[config.mk]
export PLATFORM = sky130hd
export DESIGN_NAME = sd_word_decimator_flat
export DESIGN_NICKNAME = d
export VERILOG_FILES = /design/src/rtl/sd_word_decimator_pkg.sv /design/src/rtl/sd_word_decimator_if.sv /design/src/rtl/sd_word_decimator_popcount.sv /design/src/rtl/sd_word_decimator.sv /design/src/flat_wrapper.sv
export SDC_FILE = /design/constraint.sdc
export NUM_CORES = 1
export LEC_CHECK = 0
export ABC_CLOCK_PERIOD_IN_PS = 3800
export CAP_MARGIN = 20
export CORE_UTILIZATION = 55
export CTS_CLUSTER_DIAMETER = 200
export DETAILED_ROUTE_END_ITERATION = 8
export GPL_ROUTABILITY_DRIVEN = 1
export GPL_TIMING_DRIVEN = 1
export PLACE_DENSITY_LB_ADDON = 0.1
export SLEW_MARGIN = 0
export SYNTH_ARGS = -nofsm -noshare
export SYNTH_HDL_FRONTEND = slang
export SYNTH_SLANG_ARGS = --single-unit
[constraint.sdc]
create_clock -name clk -period 3.8 [get_ports clk]
set_input_delay 0.57 -clock clk [delete_from_list [all_inputs] [get_ports clk]]
set_output_delay 0.57 -clock clk [all_outputs]
set_load 0.1 [all_outputs]
[src/rtl/sd_word_decimator_pkg.sv]
// Shared sigma-delta helpers: datapath width functions and the
// popcount-to-signed-density conversion used by the word decimator.
package sd_word_decimator_pkg;

   // Priming captures swallowed before the comb output is trustworthy.
   localparam int PRIME_CAPTURES = 2;

   // Width of the signed per-word density value (-OUTLEN..+OUTLEN).
   function automatic int f_pw(input int outlen);
      return $clog2(outlen) + 2;
   endfunction

   // Integrator / comb width: density width plus CIC2 growth over DEC words.
   function automatic int f_ow(input int outlen, input int dec);
      return f_pw(outlen) + 2 * $clog2(dec);
   endfunction

   // Map a ones-count to a zero-centred density: 2*pop - OUTLEN.
   function automatic int f_pc_signed(input int pop, input int outlen);
      return 2 * pop - outlen;
   endfunction

endpackage

[src/rtl/sd_word_decimator_if.sv]
// Word-stream interface of the decimator: word strobe, phase realign,
// and the filtered sample with its valid pulse.
interface sd_word_decimator_if #(
   parameter int OUTLEN = 16,
   parameter int OW     = 12
);
   logic              en;
   logic [OUTLEN-1:0] sdIn;
   logic              sync;
   logic [OW-1:0]     out;
   logic              outValid;

   modport master (
      output en,
      output sdIn,
      output sync,
      input  out,
      input  outValid
   );

   modport slave (
      input  en,
      input  sdIn,
      input  sync,
      output out,
      output outValid
   );
endinterface

[src/rtl/sd_word_decimator_popcount.sv]
// Combinational ones-count of one sigma-delta word.
module sd_popcount #(
   parameter int OUTLEN = 16
) (
   input  logic [OUTLEN-1:0]         i_word,
   output logic [$clog2(OUTLEN):0]   o_count
);
   localparam int CW = $clog2(OUTLEN) + 1;

   // Sum every bit of the word; order of samples is irrelevant to density.
   always_comb begin
      o_count = '0;
      for (int i = 0; i < OUTLEN; i++) begin
         o_count = o_count + CW'(i_word[i]);
      end
   end
endmodule

[src/rtl/sd_word_decimator.sv]
// Second-stage sigma-delta decimator: per-word density, two integrators,
// DEC:1 down-sampling, two-tap differentiator comb, priming suppression.
module sd_word_decimator
   import sd_word_decimator_pkg::*;
#(
   parameter int OUTLEN = 16,
   parameter int DEC    = 8
) (
   input  logic                 clk,
   input  logic                 rstN,
   sd_word_decimator_if.slave   bus
);
   localparam int PW = f_pw(OUTLEN);
   localparam int OW = f_ow(OUTLEN, DEC);
   localparam int CW = $clog2(OUTLEN) + 1;
   localparam int NW = $clog2(DEC);
   localparam logic [NW-1:0] CNT_LAST  = NW'(DEC - 1);
   localparam logic [1:0]    PRIME_MAX = 2'(PRIME_CAPTURES);

   logic [CW-1:0] w_pop;
   logic [PW-1:0] w_pc;
   logic [OW-1:0] w_pc_ext;
   logic [OW-1:0] w_comb;

   logic [PW-1:0] r_pc;
   logic          r_pc_valid;
   logic [OW-1:0] r_int1;
   logic [OW-1:0] r_int2;
   logic [NW-1:0] r_cnt;
   logic          r_cap_pend;
   logic [OW-1:0] r_s;
   logic          r_cap_valid;
   logic [OW-1:0] r_s1;
   logic [OW-1:0] r_s2;
   logic [1:0]    r_prime;
   logic [OW-1:0] r_out;
   logic          r_out_valid;

   sd_popcount #(.OUTLEN(OUTLEN)) u_popcount (
      .i_word  (bus.sdIn),
      .o_count (w_pop)
   );

   assign w_pc     = PW'(f_pc_signed(int'(w_pop), OUTLEN));
   assign w_pc_ext = {{(OW-PW){r_pc[PW-1]}}, r_pc};
   // Second difference of the captured integrator samples; wrap is intended.
   assign w_comb   = r_s - {r_s1[OW-2:0], 1'b0} + r_s2;

   // Stage 0: register the signed density of each strobed word.
   always_ff @(posedge clk or negedge rstN) begin
      if (!rstN) begin
         r_pc       <= '0;
         r_pc_valid <= 1'b0;
      end else begin
         r_pc_valid <= bus.en;
         if (bus.en) begin
            r_pc <= w_pc;
         end
      end
   end

   // Stage 1: cascaded integrators and the frame counter; sync restarts the
   // frame so a word strobed on the sync edge becomes index 0.
   always_ff @(posedge clk or negedge rstN) begin
      if (!rstN) begin
         r_int1     <= '0;
         r_int2     <= '0;
         r_cnt      <= '0;
         r_cap_pend <= 1'b0;
      end else begin
         r_cap_pend <= 1'b0;
         if (r_pc_valid) begin
            r_int1 <= r_int1 + w_pc_ext;
            r_int2 <= r_int2 + r_int1;
         end
         if (bus.sync) begin
            r_cnt <= '0;
         end else if (r_pc_valid) begin
            if (r_cnt == CNT_LAST) begin
               r_cnt      <= '0;
               r_cap_pend <= 1'b1;
            end else begin
               r_cnt <= r_cnt + 1'b1;
            end
         end
      end
   end

   // Capture the updated second integrator once per frame.
   always_ff @(posedge clk or negedge rstN) begin
      if (!rstN) begin
         r_s         <= '0;
         r_cap_valid <= 1'b0;
      end else begin
         r_cap_valid <= r_cap_pend;
         if (r_cap_pend) begin
            r_s <= r_int2;
         end
      end
   end

   // Stage 2: comb, history shift, and valid pulse once priming is complete.
   always_ff @(posedge clk or negedge rstN) begin
      if (!rstN) begin
         r_s1        <= '0;
         r_s2        <= '0;
         r_out       <= '0;
         r_out_valid <= 1'b0;
         r_prime     <= '0;
      end else begin
         r_out_valid <= 1'b0;
         if (r_cap_valid) begin
            r_out <= w_comb;
            r_s1  <= r_s;
            r_s2  <= r_s1;
         end
         if (bus.sync) begin
            r_prime <= '0;
         end else if (r_cap_valid) begin
            if (r_prime == PRIME_MAX) begin
               r_out_valid <= 1'b1;
            end else begin
               r_prime <= r_prime + 2'd1;
            end
         end
      end
   end

   assign bus.out      = r_out;
   assign bus.outValid = r_out_valid;

endmodule
[src/flat_wrapper.sv]
// flat-port wrapper written by rule: the top's interface ports become plain ports
module sd_word_decimator_flat import sd_word_decimator_pkg::*;
#(
   parameter int OUTLEN = 16,
   parameter int DEC    = 8
)
  (clk, rstN, bus_en, bus_sdIn, bus_sync, bus_out, bus_outValid);
  sd_word_decimator_if #(.OUTLEN(OUTLEN)) bus_i ();
  input  logic clk;
  input  logic rstN;
  input wire logic [$bits(bus_i.en)-1:0] bus_en;
  input wire logic [$bits(bus_i.sdIn)-1:0] bus_sdIn;
  input wire logic [$bits(bus_i.sync)-1:0] bus_sync;
  output wire logic [$bits(bus_i.out)-1:0] bus_out;
  output wire logic [$bits(bus_i.outValid)-1:0] bus_outValid;
  assign bus_i.en = bus_en;
  assign bus_i.sdIn = bus_sdIn;
  assign bus_i.sync = bus_sync;
  assign bus_out = bus_i.out;
  assign bus_outValid = bus_i.outValid;
  sd_word_decimator #(.OUTLEN(OUTLEN), .DEC(DEC)) u_core (.clk(clk), .rstN(rstN), .bus(bus_i));
endmodule
==> run summary, run 1 <==
Ant diodes - 0
Clock Latency Late Sink - 0.35 ns
Top Ports - 33
Commonest non-fill, non-tap cell in the layout - dfrtp_1
Worst reg2reg setup slack - 1.20 ns
Sequential area share after synthesis - 40.0%
Root buf cell - clkbuf_8
Pwr dens - 696 mW/mm^2
DRT Pass-1 Iters - 4
Initial core utilization - 57.1%
Routed length per placed instance - 13.1 um
Most frequent cells in the layout - dfrtp_1 (80), inv_1 (73), ha_1 (37)
Critical Path RT - 4.04 ns
CTS tree - done
Yosys reg bits - 80
Peak Freq - 274 MHz
Fin nets - 590
FF-to-FF path depth - 9
Max-slew headroom - 35.7%
CTS sink cnt - 80
Clock Path Buffers - 2
Post-Route WL - 8.18 mm
Post-synth EDFFs - 0
Status - finished, final reports clean
Final Hold Vio Count - 0
CP arrival - 3.89 ns
Cell mode on critical path - fa_1
Max_cap viols - 0
First-pass GRT wire length - 14.8 mm
Syn nets - 554
Total Routing Usage GR - 19.2%
Setup crit start kind - input port
Placed insts - 605
Slew @ Worst Pin - 0.961 ns
Via Count - 3289
Worst r2r src - u_core.r_s1[1]
Largest net degree at the start of global routing - 81
Prevailing post-synth register cell - dfrtp_1
Reg2reg end - u_core.bus.out[11]
IO buf count - 31
CP endpoint - u_core.r_pc[5]
Worst-path clk slew - 0.09 ns
Fraction of layout cells with a size suffix above 1 - 15.7%
Dpl hpwl - 6.15 mm
Period Utilization, post-route - 96.2%
DIE WIDTH - 97.4 um
Post-route ant nets - 0
Worst vdd ir - 0.499 mV
Hold Crit Class - in -> async
Setup violators final - 0
Die area - 0.00948 mm^2
Cell Chain, Critical Path - dlygate4sd2_1 -> inv_1 -> fa_1 -> fa_1 -> fa_1 -> fa_1 -> inv_2 -> ha_4 -> inv_2 -> fa_2 -> o21ai_2 -> xnor2_1 -> nor2_1 -> mux2_4
Final Wtd Congestion - 0.844
Grt total ovfl - 0
Via density - 5.28
Crit Path Max Fanout - 2
Leakage - 2.75 nW
Rows - 34
CTS buffer count - 9
Final Non-Filler Cells - 623
Core area - 0.00876 mm^2
Chip height - 97.4 um
H-tree depth - 3
Final instance area - 0.00568 mm^2
Dpl cell area - 0.00543 mm^2
Final Util - 64.8%
Async SR Flop Fraction - 100%
Worst setup startpoint - bus_sdIn[9]
Cells after synthesis - 474
Synthesized area per cell - 10.6 um^2
Mapped Area - 0.00500 mm^2
DRC errors left - 0
Vias in the first global route - 3411
Fin Hold WS - 0.0651 ns
Post-Route Skew - 0.0113 ns
Slowest stage cell on the critical path - fa_1
Crit path time final - 3.65 ns
Setup Crit Path Kind - in -> reg
Fin. max-slew vios - 0
CTS Hold Bufs - 0
FILL cells - 709
Synth cell types - 56
P&R area growth vs syn - 13.5%
Initial antenna violation count - 0
Worst setup EP type - register
Ys Warns - 0
Slowest cell delay on critical path - 0.56 ns
Unrepaired setup endpoints after global routing - false
DRT iter0 DRCs - 72
## synthesized netlist by cell type, drive strengths merged, types with 6 or more instances
cell / number / area share [%]
buf: 6 / 0.63
mux2i: 7 / 1.4
dfrtp: 80 / 40
xnor2: 23 / 4.0
a21o: 14 / 2.1
a21oi: 17 / 1.9
o21ai: 29 / 3.0
nor2: 24 / 1.8
ha: 38 / 9.5
nand3: 6 / 0.60
clkbuf: 6 / 0.45
a31oi: 6 / 0.87
inv: 78 / 5.8
mux2: 38 / 8.6
nand2: 29 / 2.2
fa: 22 / 8.8
## logic make-up (layout without fill, tap and decap cells)
kind of cell    after synthesis  count (layout)  share of synthesized area (%)
compound gates               94              94                           12.7
buf+inv                      90             131                           6.92
flops                        80              80                           40.0
simple gates                 76              76                           7.13
fa+ha+maj                    60              60                           18.3
mux                          45              45                           10.0
xor+xnor                     28              28                           4.90
other cells                   1               1                         0.0749
## critical path, delay by kind of cell
kind,cells,cell delay (ns)
AO/OA/AOI/OAI,1,0.13
XOR/XNOR,1,0.13
adder cells (fa/ha/maj),6,2.42
buffers and inverters,4,0.35
multiplexers,1,0.25
AND/OR/NAND/NOR,1,0.06
## how the worst min path moves through the flow
stage / from / endpoint / slack, ns
global route: rstN / u_core.bus.out[1] / 0.05
floorplan: rstN / u_core.bus.outValid / 0.27
finish: rstN / u_core.bus.out[3] / 0.07
CTS: rstN / u_core.bus.out[3] / 0.41
detailed placement: u_core.r_int2[11] / u_core.r_int2[11] / 0.47
global placement: u_core.r_int2[11] / u_core.r_int2[11] / 0.45
## repair_timing
| action | CTS | global route |
|---|---|---|
| pin swaps | 11 | 10 |
| gates resized for setup | 15 | 2 |
| setup endpoints to repair | 2 | 2 |
| gates cloned | 0 | 0 |
| setup buffers | 1 | 0 |
## where the power goes
group	total, mW	switching, mW	internal [mW]	leakage [nW]
Combinational	2.12	1.04	1.08	1.59
Sequential	1.17	0.144	1.02	1.05
Clock	0.667	0.334	0.332	0.105
Total	3.96	1.52	2.44	2.75
## routing by layer
metal  track usage, %  vias to the layer above  routed length, um
met5                0                        -                  0
met4             6.56                        0                 93
met3             3.60                       10                169
met2             34.4                       39               4200
met1             23.0                     1592               3720
li1                 -                     1648                  -
## registers in the layout, summed over array words and instances (netlist names)
| name | count |
|---|---|
| u_core.r_s1 | 11 |
| u_core.r_cap_valid | 1 |
| u_core.bus.out | 11 |
| u_core.bus.outValid | 1 |
| u_core.r_s | 11 |
| u_core.r_cnt | 3 |
| u_core.r_int1 | 11 |
| u_core.r_pc_valid | 1 |
| u_core.r_s2 | 11 |
| u_core.r_cap_pend | 1 |
| u_core.r_int2 | 11 |
| u_core.r_pc | 5 |
| u_core.r_prime | 2 |
## final cells by class
type                            instances  area (um^2)  area share, %
Tap cell                              108          135           2.38
Multi-Input combinational cell        304         2680           47.1
Inverter                               78          293           5.15
Clock inverter                          6         75.1           1.32
Timing Repair Buffer                   37          362           6.36
Clock buffer                           10          138           2.42
Sequential cell                        80         2000           35.2
## stage by stage
stage / setup slack (ns) / TNS [ns] / power [mW]
3_3_place_gp: -0.516 / -1.44 / 3.16
4_1_cts: 0.0161 / 0 / 3.98
5_1_grt: 0.00130 / 0 / 4.29
3_5_place_dp: -0.556 / -1.58 / 3.27
2_1_floorplan: 0.0102 / 0 / 2.86
6_report: 0.145 / 0 / 3.96
Power figures use the tool's default switching activity.
==> run 2, diff against run 1 <==
ABC_CLOCK_PERIOD_IN_PS = 4600   (was 3800)
clock period = 4.6 ns   (was 3.8 ns; I/O delays follow)
==> run summary, run 2 (synthesis results as in run 1) <==
DRT iter0 DRCs - 90
Die area - 0.00948 mm^2
Fin. max-slew vios - 0
Initial antenna violation count - 0
Switching share of power - 37.9%
Fin nets - 588
Logic pwr share - 53.6%
Worst-path clk slew - 0.08 ns
Post-Route Skew - 0.00674 ns
CP endpoint - u_core.r_pc[5]
Post-CTS Setup Bufs - 0
Via Count - 3321
Crit Path Max Fanout - 2
Core area - 0.00876 mm^2
DIE WIDTH - 97.4 um
CTS tree - done
Post-route ant nets - 0
Worst reg2reg setup slack - 1.98 ns
Final Hold Vio Count - 0
CP arrival - 4.55 ns
IO buf count - 31
FF-to-FF path depth - 9
Reg2reg end - u_core.bus.out[11]
Final Util - 64.3%
Net Sw Power - 1.21 mW
Final Wtd Congestion - 0.848
Leakage - 2.71 nW
Largest net degree at the start of global routing - 81
Top Ports - 33
Status - finished, final reports clean
Via density - 5.36
Setup crit start kind - input port
Most frequent cells in the layout - dfrtp_1 (80), inv_1 (77), ha_1 (38)
Routed length per placed instance - 12.9 um
Rows - 34
DRT Pass-1 Iters - 4
Crit path time final - 4.32 ns
Hold Crit Class - in -> async
Dpl hpwl - 5.93 mm
Peak Freq - 232 MHz
Pwr dens - 565 mW/mm^2
Setup Crit Path Kind - in -> reg
CTS buffer count - 9
Max_cap viols - 0
Post-Route WL - 8.00 mm
Slew @ Worst Pin - 0.965 ns
Cts repair resizes - 0
Commonest non-fill, non-tap cell in the layout - dfrtp_1
Period Utilization, post-route - 93.8%
Grt total ovfl - 0
Internal - 1.98 mW
CTS Hold Bufs - 0
Root buf cell - clkbuf_8
FILL cells - 716
Ant diodes - 0
Worst setup EP type - register
P&R area growth vs syn - 12.7%
DP Worst Slack - -0.117 ns
Clock Path Buffers - 2
First-pass GRT wire length - 14.6 mm
Unrepaired setup endpoints after global routing - false
Chip height - 97.4 um
CTS sink cnt - 80
Max-slew headroom - 35.5%
Worst setup startpoint - bus_sdIn[0]
Critical Path RT - 4.83 ns
Initial core utilization - 57.1%
DRC errors left - 0
Total Routing Usage GR - 18.7%
Sequential cell fraction of total power - 30.2%
Fraction of layout cells with a size suffix above 1 - 13.9%
Worst r2r src - u_core.r_s1[1]
H-tree depth - 3
Clock Latency Late Sink - 0.35 ns
Worst vdd ir - 0.355 mV
Clock Power Share - 16.3%
Setup violators final - 0
Setup ws final - 0.285 ns
Vias in the first global route - 3481
Sum of negative setup slack - 0 ns
-- run 2: power groups by stage --
stage	Sequential, mW	Clock (mW)	Combinational, mW
after floorplan	0.948	0	1.41
after global placement	0.970	0	1.63
after detailed placement	0.977	0	1.70
after CTS	0.962	0.537	1.71
after global routing	0.983	0.560	1.90
final	0.962	0.518	1.71
-- run 2: worst min path at each step --
| stage | endpoint | depth (start not counted) |
|---|---|---|
| final | u_core.bus.out[1] | 1 |
| after CTS | u_core.r_int2[11] | 1 |
| after global placement | u_core.r_int2[11] | 1 |
| after detailed placement | u_core.r_int2[11] | 1 |
| after floorplan | u_core.bus.outValid | 0 |
| after global routing | u_core.bus.out[1] | 1 |
-- run 2: stage by stage --
step	instances	hold WS, ns	instance area (um^2)	total power, mW
after floorplan	474	0.394	5000	2.36
after global placement	604	0.455	5420	2.60
after detailed placement	604	0.469	5420	2.68
after CTS	619	0.479	5610	3.21
after global routing	620	0.231	5640	3.44
final	620	0.238	5640	3.19
-- run 2: layout make-up --
type	count	area [um^2]	share of cell area, %
clock buffers	10	138	2.44
clock inverters	5	57.6	1.02
inverters	78	293	5.19
multi-input cells	304	2660	47.1
flip-flops and latches	80	2000	35.5
well taps	108	135	2.40
repair buffers	35	358	6.35
-- run 2: per-layer routing --
metal | share of wire, % | global-route usage (%)
met1 | 45 | 22.2
met2 | 51 | 33.9
met3 | 3.1 | 3.96
met4 | 1.1 | 5.66
met5 | 0 | 0
-- run 2: worst max-delay path, cell delays in order --
cell and delay (ns):
clkdlybuf4s50_1 0.45, inv_1 0.06, fa_1 0.57, fa_1 0.45, fa_1 0.55, fa_1 0.42, inv_1 0.07, ha_1 0.16
inv_1 0.06, fa_1 0.38, o21ai_0 0.23, xnor2_1 0.15, nor2_1 0.06, mux2_2 0.25
